`src/rtl/sdo_sched.sv`:
```
// Sample scheduler for the S/PDIF encoder: buffers PCM pairs and hands one pair per frame period.
// Rate changes are sequenced through a mute period and applied at an encoder block start.
module sdo_sched #(
    parameter int unsigned FRAME_DIV   = 512,
    parameter int unsigned FIFO_DEPTH  = 8,
    parameter int unsigned START_LEVEL = 4,
    parameter int unsigned MUTE_FRAMES = 4,
    parameter logic [3:0]  FREQ_INIT   = 4'b0010,
    localparam int unsigned LW         = $clog2(FIFO_DEPTH) + 1
) (
    input  logic          dac_clk,
    input  logic          dac_rst,
    input  logic          enable,
    input  logic [23:0]   pcm_lch,
    input  logic [23:0]   pcm_rch,
    input  logic          pcm_valid,
    output logic          pcm_ready,
    input  logic [3:0]    cfg_freq,
    input  logic          cfg_wr,
    output logic          cfg_busy,
    input  logic          sdo_sync,
    output logic [23:0]   dac_lch,
    output logic [23:0]   dac_rch,
    output logic          dac_req,
    output logic [3:0]    freq_mode,
    output logic [LW-1:0] fifo_level,
    output logic          underrun,
    output logic [1:0]    state
);
    localparam int unsigned DW = $clog2(FRAME_DIV);
    localparam int unsigned AW = $clog2(FIFO_DEPTH);
    localparam int unsigned MW = $clog2(MUTE_FRAMES + 1);

    typedef enum logic [1:0] {
        StIdle  = 2'd0,
        StRun   = 2'd1,
        StMute  = 2'd2,
        StApply = 2'd3
    } state_e;

    state_e        r_state, w_state_d;
    logic [DW-1:0] r_div;
    logic [47:0]   r_mem [FIFO_DEPTH];
    logic [AW-1:0] r_wptr, r_rptr;
    logic [LW-1:0] r_level;
    logic          r_req, r_under, r_busy, w_busy_d, r_sync_q;
    logic [23:0]   r_lch, r_rch;
    logic [MW-1:0] r_mute, w_mute_d;
    logic [3:0]    r_pending, w_pending_d, r_freq, w_freq_d;
    logic          w_tick, w_ready, w_push, w_pop, w_empty, w_sync_rise;
    logic [47:0]   w_head;

    assign w_tick      = (r_div == DW'(FRAME_DIV - 2));
    assign w_empty     = (r_level == '0);
    // Ready deliberately ignores a same-cycle pop.
    assign w_ready     = enable && (r_level < LW'(FIFO_DEPTH));
    assign w_push      = pcm_valid && w_ready;
    assign w_pop       = w_tick && (r_state == StRun) && !w_empty;
    assign w_head      = r_mem[r_rptr];
    assign w_sync_rise = sdo_sync && !r_sync_q;

    always_ff @(posedge dac_clk or posedge dac_rst) begin
        if (dac_rst) begin
            r_div <= '0;
        end else if (r_div == DW'(FRAME_DIV - 1)) begin
            r_div <= '0;
        end else begin
            r_div <= r_div + DW'(1);
        end
    end

    always_ff @(posedge dac_clk) begin
        if (w_push) begin
            r_mem[r_wptr] <= {pcm_lch, pcm_rch};
        end
    end

    always_ff @(posedge dac_clk or posedge dac_rst) begin
        if (dac_rst) begin
            r_wptr  <= '0;
            r_rptr  <= '0;
            r_level <= '0;
        end else if (!enable) begin
            r_wptr  <= '0;
            r_rptr  <= '0;
            r_level <= '0;
        end else begin
            if (w_push) r_wptr <= r_wptr + AW'(1);
            if (w_pop)  r_rptr <= r_rptr + AW'(1);
            if (w_push && !w_pop) begin
                r_level <= r_level + LW'(1);
            end else if (w_pop && !w_push) begin
                r_level <= r_level - LW'(1);
            end
        end
    end

    always_ff @(posedge dac_clk or posedge dac_rst) begin
        if (dac_rst) begin
            r_req   <= 1'b0;
            r_under <= 1'b0;
            r_lch   <= '0;
            r_rch   <= '0;
        end else begin
            r_req   <= w_tick;
            r_under <= w_tick && (r_state == StRun) && w_empty;
            if (w_tick) begin
                r_lch <= w_pop ? w_head[47:24] : '0;
                r_rch <= w_pop ? w_head[23:0]  : '0;
            end
        end
    end

    always_comb begin
        w_state_d   = r_state;
        w_mute_d    = r_mute;
        w_pending_d = r_pending;
        w_busy_d    = r_busy;
        w_freq_d    = r_freq;
        case (r_state)
            StIdle: begin
                if (enable && (r_level >= LW'(START_LEVEL))) w_state_d = StRun;
            end
            StRun: begin
                if (w_tick && w_empty) w_state_d = StIdle;
            end
            StMute: begin
                if (w_tick) begin
                    w_mute_d = r_mute + MW'(1);
                    if (r_mute == MW'(MUTE_FRAMES - 1)) w_state_d = StApply;
                end
            end
            StApply: begin
                if (w_sync_rise) begin
                    w_freq_d  = r_pending;
                    w_busy_d  = 1'b0;
                    w_state_d = StIdle;
                end
            end
            default: w_state_d = StIdle;
        endcase
        // A rate change in flight runs to completion even with enable low.
        if (!enable && (r_state == StIdle || r_state == StRun)) w_state_d = StIdle;
        if (cfg_wr && !r_busy) begin
            w_pending_d = cfg_freq;
            w_busy_d    = 1'b1;
            w_mute_d    = '0;
            w_state_d   = StMute;
        end
    end

    always_ff @(posedge dac_clk or posedge dac_rst) begin
        if (dac_rst) begin
            r_state   <= StIdle;
            r_mute    <= '0;
            r_pending <= '0;
            r_busy    <= 1'b0;
            r_freq    <= FREQ_INIT;
            r_sync_q  <= 1'b0;
        end else begin
            r_state   <= w_state_d;
            r_mute    <= w_mute_d;
            r_pending <= w_pending_d;
            r_busy    <= w_busy_d;
            r_freq    <= w_freq_d;
            r_sync_q  <= sdo_sync;
        end
    end

    assign pcm_ready  = w_ready;
    assign cfg_busy   = r_busy;
    assign dac_lch    = r_lch;
    assign dac_rch    = r_rch;
    assign dac_req    = r_req;
    assign freq_mode  = r_freq;
    assign fifo_level = r_level;
    assign underrun   = r_under;
    assign state      = r_state;
endmodule

```
`config.mk`:
```
export PLATFORM = sky130hd
export DESIGN_NAME = sdo_sched
export DESIGN_NICKNAME = d
export VERILOG_FILES = /design/src/rtl/sdo_sched.sv
export SDC_FILE = /design/constraint.sdc
export NUM_CORES = 1
export LEC_CHECK = 0
export BUFFER_PORTS_ARGS = -buffer_cell sky130_fd_sc_hd__buf_2
export CAP_MARGIN = 5
export CORE_AREA = 4 4 249 251
export DETAILED_ROUTE_END_ITERATION = 16
export DIE_AREA = 0 0 253 255
export PLACE_DENSITY_LB_ADDON = 0.12
export SETUP_SLACK_MARGIN = 0.3
export SLEW_MARGIN = 20
export SYNTH_ARGS = -nofsm -noshare
export SYNTH_HDL_FRONTEND = slang
export SYNTH_SLANG_ARGS = --single-unit
```
`constraint.sdc`:
```
create_clock -name dac_clk -period 5.4 [get_ports dac_clk]
set_clock_uncertainty 0.05 [all_clocks]
set_input_delay 0.54 -clock dac_clk [delete_from_list [all_inputs] [get_ports dac_clk]]
set_output_delay 0.54 -clock dac_clk [all_outputs]
set_load 0.01 [all_outputs]
```
Word-level counts from Yosys, hierarchy flattened. Memories as Yosys holds them, arrays and structs flattened. Index checks and enable logic that the tools add are counted.

Register bits after elaboration: 84. Bits in writable memories: 384. Input port bits: 58. Output and inout port bits: 62. Word-level logic and storage cells: 92. Memories: 1.

Memory list: r_mem (words 8, width 48, read ports 1, clocked after memory_dff 0, write ports 1, line 43) `logic [47:0] r_mem [FIFO_DEPTH];`.

Add/subtract/negate cells: 6. $lt $le $gt $ge: 2. Equality and inequality tests: 14. Mux-type cells: 26. Reductions and logical operators: 29.

Operators with widths (count): 2-to-1 mux 24 bit (2); 2-to-1 mux 3 bit (7); equality test 9 bit (second input constant) (2); 2-to-1 mux 2 bit (7); logical AND 1 bit (12); 2-to-1 mux 4 bit (3); inequality test 4 bit (second input constant) (3); adder 3 x 1 -> 3 bit (second input constant) (3); adder 9 x 1 -> 9 bit (second input constant) (1); 2-to-1 mux 9 bit (1); case mux 2 bit (4 select lines) (1); nonzero test 2 bit (4); zero test 1 bit (6); AND reduction 2 bit (3); 2-to-1 mux 1 bit (5); AND reduction 5 bit (1); adder 4 x 1 -> 4 bit (second input constant) (1); equality test 2 bit (second input constant) (2); >= comparator 4 x 3 -> 1 bit (second input constant) (1); zero test 4 bit (1); < comparator 4 bit (second input constant) (1); inequality test 2 x 1 -> 1 bit (second input constant) (2); inequality test 4 x 1 -> 1 bit (second input constant) (1); inequality test 4 x 2 -> 1 bit (second input constant) (1); other kinds (6) (6).

Longest topological paths before layout.
Depth in word-level cells: 8. Mapped depth: 13. Gate-level depth less buffers: 11.

Worst setup path before layout. Ideal clock, no wire load.

Path kind: in2reg. Start: in enable. End: mem r_mem[0][0] (enable). Library setup time: 0.574 ns. Data arrival time: 5.669 ns. Data required time: 4.776 ns. Path slack: -0.893 ns. Cell stages on the path: 3. Path buffers: 1. Path through: clkbuf_1 nand3b_1 nor4_1.

Word-level cells in the longest chain between the ends: 4.

Ends and longest elaborated chain: start: declaration (line 13) `input logic enable,`; logical AND 1 bit (line 56) `assign w_ready = enable && (r_level < LW'(FIFO_DEPTH));`; logical AND 1 bit (line 57) `assign w_push = pcm_valid && w_ready;`; 2-to-1 mux 1 bit (line 73) `if (w_push) begin`; 2-to-1 mux 1 bit (not written as such) (line 74) `r_mem[r_wptr] <= {pcm_lch, pcm_rch};`; end: declaration (line 43).

No other way between the ends.

Final worst setup path.
Start: reg r_div[0]. End: reg r_level[1] (netlist: fifo_level[1]).

Word-level cells in the longest chain between the ends: 7. Elaborated cells on any way between the ends: 9. Those cells by class: 2 x eq/ne; 2 x mux; 5 x reduce/logical.

Ends and longest elaborated chain: start: declaration (line 42) `logic [DW-1:0] r_div;`; start signal: assignment (line 68) `r_div <= r_div + DW'(1);`; equality test 9 bit * (line 53) `assign w_tick = (r_div == DW'(FRAME_DIV - 2));`; logical AND 1 bit * (2 in a row) (line 58) `assign w_pop = w_tick && (r_state == StRun) && !w_empty;`; zero test 1 bit (line 90) `if (w_push && !w_pop) begin`; logical AND 1 bit (line 90); 2-to-1 mux 4 bit (line 90); 2-to-1 mux 4 bit (line 83) `end else if (!enable) begin`; end signal: assignment (line 91) `r_level <= r_level + LW'(1);`; end signal: assignment (line 93) `r_level <= r_level - LW'(1);`; end: declaration (line 45) `logic [LW-1:0] r_level;`.

Mark *: on every way between the ends. The rest lies on a longest branch, timed or not. A chain may end at the register's enable or synchronous reset.

==> impl_metrics.toml <==
[synth]
ys_top_cells_by_count = "edfxtp_1, mux4_2, dfrtp_1, nand2_1, mux2i_1"
synth_area_leader_cell = "edfxtp_1"
synth-async-reset-ratio_pct = 17.95
yosysSeqAreaShare_pct = 76.47
synthDistinctLibCells = 45
syn_area_per_cell_um2 = 20.08
yosysMostFrequentCell = "edfxtp_1"
synth_ff_type = "edfxtp_1"
syn_area_mm2 = 0.01783
ys_ff_latch = 468
synth_fp_nets = 956
synth-edff-count = 384
synth.top_cell.area_share_pct = 64.67
postSynthCellCount = 888
ys_warn_count = 0
synth_area_leaders = "edfxtp_1, mux4_2, dfrtp_1"

[power]
clkPwrFrac_pct = 43.4
internal-power_mw = 6.195
switchingPower_mw = 1.679
power_density_mw_per_mm2 = 372.6
p_comb_share_pct = 4.7
power_frac_seq_pct = 52.0
p_leak_nw = 7.178
switching_share_pct = 21.32
p_total_mw = 7.874
ir_drop_mv = 0.2297

[finish]
fillers = 5679
final_cell_area_mm2 = 0.02113
multi_input_comb_area_mm2 = 0.004026
area_growth_pct = 18.53
nets = 1107
seqCellArea_mm2 = 0.01365
drive_gt1_share_pct = 30.50

[place]
placed_cell_area_mm2 = 0.01946
gp_congestion = 0.6743
dpl.hpwl_mm = 23.13
io_buffer_count = 119

[critical_path]
r2r-end = "fifo_level[1]$_DFFE_PP0P_"
cp.arrival_ps = 3610
critical_path.slowest_cell = "or4_2"
r2r-start = "r_div[0]$_DFF_PP0_"
ff2ff_setup_slack_ps = 2170
crit_fanout = 62
critPathMaxStageDelay_ps = 680
path_common_cell = "inv_1"
cp-start-kind = "flop"
required_ps = 5780
critical_path_class = "reg2reg"
worstSetupStartpoint = "r_div[0]$_DFF_PP0_"
cp-end-kind = "flop"
ff2ff_path_depth = 12
crit_chain = "inv_1 > ha_1 > nand4_2 > or4_2 > buf_4 > nand2_1 > inv_1 > fa_1 > nand2b_1 > nor2_1 > mux2i_1 > o311ai_1"

[hold_path]
min_path_type = "in2async"

[sta]
max_slew_margin_pct = 32.10
hold_viol = 0
fin_crit_ps = 3235
drv_slew = 0
worst_slew_pin_slew_ps = 1018
rsz0062_at_grt = "no"
setup_viol = 0
holdWs_ps = 100.1
max_freq_ghz = 0.3092
tns_ps = 0
finalCritPeriodShare_pct = 59.90

[detailed_routing]
ant_nets = 0
via_per_inst = 4.605
drt_first_pass_iters = 5
wirelength_mm = 40.53
drtIter0Drc = 538
vias = 8588
drc_errors = 0
post_drt_wl_per_cell_um = 21.73

[clock_tree]
clock-sinks = 468
cts_buffer_depth = 3
root_buffer = "clkbuf_16"
cts_made_buffers = 53
post_cts_resized = 0
post_cts_buffers = 0
cts_max_level = 2
cts_tree = "done"
insertion_delay_ps = 600
clkTransAtPathRegs_ps = 60

[grt]
grt_pass1_vias = 9203
grt_pass1_wl_mm = 60.98
grt_util_all_layers_pct = 12.60
grt_antenna_before_repair = 7
grt_max_degree = 64
overflow = 0

[die]
die_h_um = 255
top_level_ports = 120
coreArea_mm2 = 0.05991
num_rows = 90
die_w_um = 253
die_area_mm2 = 0.06452
start_util_pct = 29.76

[run_status]
status = "finished clean"

[flow_run]
maxCapViolCount = 0
## worst max path at each step
stage,endpoint,cells past startpoint
floorplan,r_mem[4][0]$_DFFE_PP_,3
global placement,r_mem[7][36]$_DFFE_PP_,5
detailed placement,r_mem[7][32]$_DFFE_PP_,5
CTS,fifo_level[1]$_DFFE_PP0P_,12
global route,fifo_level[1]$_DFFE_PP0P_,12
finish,fifo_level[1]$_DFFE_PP0P_,12
## layout by cell type (no fill, tap or decap), types with 2 or more instances in the layout
cell / instances
a21o_1: 2
a21oi_1: 4
and2_1: 4
buf_2: 119
buf_4: 21
bufinv_16: 2
clkbuf_1: 22
clkbuf_16: 54
clkbuf_8: 5
clkinv_1: 10
dfrtp_1: 80
dfrtp_4: 3
edfxtp_1: 384
ha_1: 9
inv_1: 8
mux2_2: 8
mux2i_1: 52
mux4_2: 96
nand2_1: 59
nand2b_1: 7
nand3_1: 8
nand4_1: 3
nand4_2: 2
nor2_1: 17
nor2_4: 3
nor2b_1: 2
nor3_2: 3
nor4_1: 3
o211ai_1: 2
o21ai_0: 50
o311ai_1: 2
o31ai_1: 2
or3_1: 3
xnor2_1: 8
## cell type report
type | instances | share of cell area [%]
Antenna cell | 1 | 0.01184
Sequential cell | 468 | 64.57
Inverter | 9 | 0.1717
Tap cell | 782 | 4.630
Clock buffer | 81 | 7.110
Timing Repair Buffer | 142 | 3.706
Multi-Input combinational cell | 365 | 19.05
Clock inverter | 17 | 0.7519
## through the flow
| step | util (%) | std cells | worst slack [ps] |
|---|---|---|---|
| after global routing | 35.27 | 1864 | 1900 |
| final | 35.28 | 1865 | 2165 |
| after CTS | 35.27 | 1864 | 2122 |
| after floorplan | - | 888 | 405.2 |
| after global placement | 32.48 | 1765 | 2048 |
| after detailed placement | 32.48 | 1765 | 1995 |
## flip-flops by register name (all words and copies together) (netlist names)
register	flops
state	2
cfg_busy	1
r_sync_q	1
r_div	9
dac_rch	24
underrun	1
r_wptr	3
r_mute	3
fifo_level	4
freq_mode	4
r_pending	4
r_rptr	3
dac_req	1
dac_lch	24
r_mem	384
## power by group through the flow
stage | logic (mW) | clock network, mW | registers (mW)
after floorplan | 0.193 | 0 | 4.17
after global placement | 0.374 | 0 | 4.16
after detailed placement | 0.380 | 0 | 4.17
after CTS | 0.381 | 3.55 | 4.09
after global routing | 0.415 | 3.70 | 4.10
final | 0.368 | 3.41 | 4.09
## worst max-delay path: cells and delay by family, from the launching register on
family | cells | cell delay (ps)
adder cells (fa/ha/maj) | 2 | 620
AND/OR/NAND/NOR | 5 | 1230
flip-flops | 1 | 410
multiplexers | 1 | 140
AO/OA/AOI/OAI | 1 | 110
buffers and inverters | 3 | 520
## layer usage
layer	vias to the layer above	GRT usage [%]	routed length, um
met1	4491	17.82	18770
met2	164	19.76	18740
met5	-	0	68
met4	10	3.688	849
li1	3853	-	-
met3	70	2.774	2102
## cell families (layout without fill, tap and decap cells)
kind of cell,count (synthesis),in the layout,synth area share (%)
flops,468,468,76.47
mux,156,156,15.55
simple gates,123,123,3.284
compound gates,66,66,2.070
buf+inv,55,249,1.312
fa+ha+maj,10,10,0.7439
xor+xnor,10,10,0.5684
other cells,0,1,0
## timing repair
| item | CTS | global route |
|---|---|---|
| endpoints found under the setup margin | 0 | 0 |
| hold endpoints to repair | 1 | 0 |
| hold buffers | 1 | 0 |
No activity file was read; power rests on OpenSTA's default activity.
